==> src/rtl/router_pkg.sv <==
// router_pkg: state encoding, default sizes and address check shared by the router input controller
package router_pkg;

  localparam int DEF_NUM_PORTS = 3;
  localparam int DEF_ADDR_W    = 2;

  typedef enum logic [2:0] {
    DECODE_ADDRESS     = 3'd0,
    LOAD_FIRST_DATA    = 3'd1,
    LOAD_DATA          = 3'd2,
    FIFO_FULL_STATE    = 3'd3,
    LOAD_AFTER_FULL    = 3'd4,
    LOAD_PARITY        = 3'd5,
    CHECK_PARITY_ERROR = 3'd6,
    WAIT_TILL_EMPTY    = 3'd7
  } state_t;

  function automatic logic is_valid_addr(input int addr, input int num_ports);
    return addr < num_ports;
  endfunction

endpackage

==> src/rtl/router_fsm.sv <==
// router_fsm: packet-sequencing controller steering header/payload/parity loads into the router register
module router_fsm
  import router_pkg::*;
#(
  parameter int NUM_PORTS = DEF_NUM_PORTS,
  parameter int ADDR_W    = DEF_ADDR_W
) (
  input  logic                 clk,
  input  logic                 reset,
  input  logic                 pkt_valid,
  input  logic [ADDR_W-1:0]    data_in,
  input  logic                 fifo_full,
  input  logic [NUM_PORTS-1:0] fifo_empty,
  input  logic [NUM_PORTS-1:0] soft_reset,
  input  logic                 parity_done,
  input  logic                 low_pkt_valid,
  output logic                 detect_add,
  output logic                 write_enb_reg,
  output logic                 lfd_state,
  output logic                 ld_state,
  output logic                 laf_state,
  output logic                 full_state,
  output logic                 rst_int_reg,
  output logic                 busy
);

  state_t              state, nxt;
  logic [ADDR_W-1:0]   addr_q;
  logic                hdr_ok, hdr_empty, addr_empty, sr_hit;

  // Invalid indices read as 0 so an out-of-range address can never select a flag
  assign hdr_ok     = is_valid_addr(int'(data_in), NUM_PORTS);
  assign hdr_empty  = hdr_ok && fifo_empty[data_in];
  assign addr_empty = is_valid_addr(int'(addr_q), NUM_PORTS) && fifo_empty[addr_q];
  assign sr_hit     = is_valid_addr(int'(addr_q), NUM_PORTS) && soft_reset[addr_q];

  // Next-state selection; reset and destination soft reset both return to address decode
  always_comb begin
    nxt = DECODE_ADDRESS;
    case (state)
      DECODE_ADDRESS:     nxt = (pkt_valid && hdr_ok) ? (hdr_empty ? LOAD_FIRST_DATA : WAIT_TILL_EMPTY) : DECODE_ADDRESS;
      WAIT_TILL_EMPTY:    nxt = addr_empty ? LOAD_FIRST_DATA : WAIT_TILL_EMPTY;
      LOAD_FIRST_DATA:    nxt = LOAD_DATA;
      LOAD_DATA:          nxt = fifo_full ? FIFO_FULL_STATE : (!pkt_valid ? LOAD_PARITY : LOAD_DATA);
      FIFO_FULL_STATE:    nxt = fifo_full ? FIFO_FULL_STATE : LOAD_AFTER_FULL;
      LOAD_AFTER_FULL:    nxt = parity_done ? DECODE_ADDRESS : (low_pkt_valid ? LOAD_PARITY : LOAD_DATA);
      LOAD_PARITY:        nxt = CHECK_PARITY_ERROR;
      CHECK_PARITY_ERROR: nxt = fifo_full ? FIFO_FULL_STATE : DECODE_ADDRESS;
      default:            nxt = DECODE_ADDRESS;
    endcase
    if (state != DECODE_ADDRESS && sr_hit) nxt = DECODE_ADDRESS;
    if (reset) nxt = DECODE_ADDRESS;
  end

  // State register with outputs registered from the next state, so each output is a pure decode of state
  always_ff @(posedge clk) begin
    state         <= nxt;
    detect_add    <= nxt == DECODE_ADDRESS;
    lfd_state     <= nxt == LOAD_FIRST_DATA;
    ld_state      <= nxt == LOAD_DATA;
    laf_state     <= nxt == LOAD_AFTER_FULL;
    full_state    <= nxt == FIFO_FULL_STATE;
    rst_int_reg   <= nxt == CHECK_PARITY_ERROR;
    write_enb_reg <= nxt == LOAD_DATA || nxt == LOAD_PARITY || nxt == LOAD_AFTER_FULL;
    busy          <= !(nxt == DECODE_ADDRESS || nxt == LOAD_DATA);
  end

  // Destination address is captured whenever a header is presented during decode
  always_ff @(posedge clk) begin
    if (reset) addr_q <= '0;
    else if (state == DECODE_ADDRESS && pkt_valid) addr_q <= data_in;
  end

endmodule
==> config.mk <==
export PLATFORM = sky130hd
export DESIGN_NAME = router_fsm
export DESIGN_NICKNAME = d
export VERILOG_FILES = /design/src/rtl/router_pkg.sv /design/src/rtl/router_fsm.sv
export SDC_FILE = /design/constraint.sdc
export NUM_CORES = 1
export LEC_CHECK = 0
export ABC_CLOCK_PERIOD_IN_PS = 2600
export BUFFER_PORTS_ARGS = -buffer_cell sky130_fd_sc_hd__buf_2
export CAP_MARGIN = 20
export CORE_UTILIZATION = 47
export CTS_CLUSTER_SIZE = 16
export DETAILED_ROUTE_END_ITERATION = 12
export PLACE_DENSITY = 0.87
export SLEW_MARGIN = 15
export SYNTH_ARGS = -nofsm -noshare
export SYNTH_HDL_FRONTEND = slang
export SYNTH_SLANG_ARGS = --single-unit
export TNS_END_PERCENT = 100
==> constraint.sdc <==
create_clock -name clk -period 2.6 [get_ports clk]
set_input_delay 0.39 -clock clk [delete_from_list [all_inputs] [get_ports clk]]
set_output_delay 0.39 -clock clk [all_outputs]
set_load 0.005 [all_outputs]
==> metrics.yaml <==
area_growth_pct: 19.11
cts_hold_buffers: 0
synth-simple-area-share_pct: 32.28
grt_remaining_overflow: 0
dr.pass1.iters: 4
numCtsBuffers: 3
clockBufferDepth: 2
io_pins: 22
cp_top_family: "simple AND/OR/NAND/NOR gates"
synth_seq_cells: 13
dieHeight_um: 39.88
fin_crit_sh_pct: 77.98
synth_compound_area_share_pct: 14.47
yosysSeqAreaShare_pct: 38.59
layout.nets: 110
synth_top_family_by_area: "simple AND/OR/NAND/NOR gates"
power.density_nw_per_um2: 1095
min_path_type: "primary input to flop"
crit_start: "state[1]"
r2r-start: "state[1]"
die-area_um2: 1590
critPathSlowestCell: "or4_4"
dpl_cell_area_um2: 777.0
ir_drop_uv: 561.1
antenna_found_initial: 0
drv_slew: 0
seq_area_um2: 260.3
drtAntennaViolNets: 0
rsz0062_at_grt: "false"
hpwl_um: 964.9
nFillCells: 122
cts_root_buffer: "clkbuf_4"
grt_pass1_vias: 495
synth.mux.area_fraction_pct: 9.647
synthXorXnorAreaFrac_pct: 1.299
core_um2: 1318
clkTransAtPathRegs_ps: 70
grt_max_degree: 13
hold_start: "reset"
grt_pass1_wl_um: 1959
synth_area_leaders: "dfxtp_1, mux2i_1, nor3_1"
totalNegativeSetupSlack_ps: 0
cap_viol_max_count: 0
cp.required_ps: 2810
die_w_um: 39.88
synth_cells: 73
period_minus_slack_ps: 2027
maxSlewHeadroom_pct: 53.52
final_common_cell: "buf_2"
finClkSkew_ps: 1.823
setup_viol: 0
clock.fmax_mhz: 493.2
largest_register_ffs: 3
pre_cts_slack_ps: 595.3
hold_slack_ps: 313.1
critPathBufInv: 0
clk_latency_ps: 270
post_cts_buffers: 0
yosysTopAreaCell: "dfxtp_1"
io_buffers: 21
layout_common_cells: "buf_2, dfxtp_1, nor3_1"
cp-end-kind: "flop"
wl_um: 1208
biggestRegsByFlops: "state (3), addr_q (2)"
total_leakage_power_nw: 0.3477
cts_tree: "built"
multi_input_area_um2: 389.1
diodes: 0
cts.htree.levels: 1
start_util_pct: 51.19
start_kind: "flop"
gp_congestion: 0.7761
final_cells: 110
syn-mean-instance-area_um2: 9.238
synth_nets: 87
cts.sinks: 13
cts_resized: 0
critPathMaxStageDelay_ps: 540
drive_above_1_share_pct: 31.58
viasPerCell: 5.336
syn_area_um2: 674.4
outcome: "complete, no violations"
critPathMaxFanout: 12
max_flop_register: "state"
yosysWarnings: 0
rows: 13
dp.cells: 106
drc: 0
tightest_slew_ps: 687.5
synth_top_area_share_pct: 38.59
fin_ws_ps: 572.6
fin_area_um2: 803.3
drt_iter0_drc: 5
crit_type: "flop to flop"
crit_arrival_ps: 2240
synth_cell_types: 33
crit_chain: "and3_4 -> a2111o_1 -> or4_4 -> mux2_4 -> nor2_2"
vias: 587
report.final.hold_viol_count: 0
wl_per_cell_um: 10.98
grt.total_usage_pct: 19.06
synth_fa_ha_area_share_pct: 0
worst register-to-register path: cells and delay by family, from the launching register on:
family | cells | cell delay (ps)
multiplexers | 1 | 280
AO/OA/AOI/OAI | 1 | 420
flip-flops | 1 | 420
AND/OR/NAND/NOR | 3 | 860
per-layer routing:
| layer | vias to the layer above | track usage, % | routed length (um) |
|---|---|---|---|
| met2 | 19 | 33.87 | 570 |
| li1 | 308 | - | - |
| met1 | 260 | 19.66 | 560 |
| met5 | - | 0 | 0 |
| met3 | 0 | 10.23 | 77 |
| met4 | 0 | 2.586 | 0 |
report_power, final:
group / switching (mW) / total (mW) / internal, mW
clock: 0.0574 / 0.117 / 0.0594
combinational: 0.217 / 0.430 / 0.213
sequential: 0.0738 / 0.333 / 0.259
worst paths after layout:
kind                                      end  cells after the start  slack (ps)
worst max-delay path            write_enb_reg                      5         570
worst max register to register  write_enb_reg                      5         570
worst min-delay path                addr_q[0]                      2         310
worst min register to register      addr_q[1]                      2         580
synth_stat cells (all sizes together):
cell type   n
and3        1
nand2b      3
a211oi      2
nand2       5
or3         2
o21a        1
buf         2
o211ai      1
mux2i       5
dfxtp      13
a211o       1
a2111o      1
nor2b       4
nand3b      3
nor3        6
o211a       1
and2b       1
nor3b       1
inv         1
a2111oi     1
mux2        1
a21oi       1
o21ai       3
and2        2
a31o        1
xnor2       1
clkbuf      1
nor4b       2
or4         1
nor2        5
through the flow:
step	power [mW]	util, %
floorplan	0.6868	-
global placement	0.7575	58.97
detailed placement	0.7683	58.97
CTS	0.8898	60.97
global route	0.9734	60.97
finish	0.8799	60.97
cell type report:
type | instances | area share (%)
Tap cell | 15 | 2.336
Inverter | 1 | 0.4673
Clock buffer | 4 | 3.271
Sequential cell | 13 | 32.40
Multi-Input combinational cell | 56 | 48.44
Timing Repair Buffer | 21 | 13.08
kinds of logic (layout without fill, tap and decap cells):
kind of cell,Yosys count,in the layout
buffers and inverters,4,26
AO/OA/AOI/OAI,13,13
XOR/XNOR,1,1
AND/OR/NAND/NOR,36,36
multiplexers,6,6
flip-flops,13,13
(Power assumes the default switching activity.)
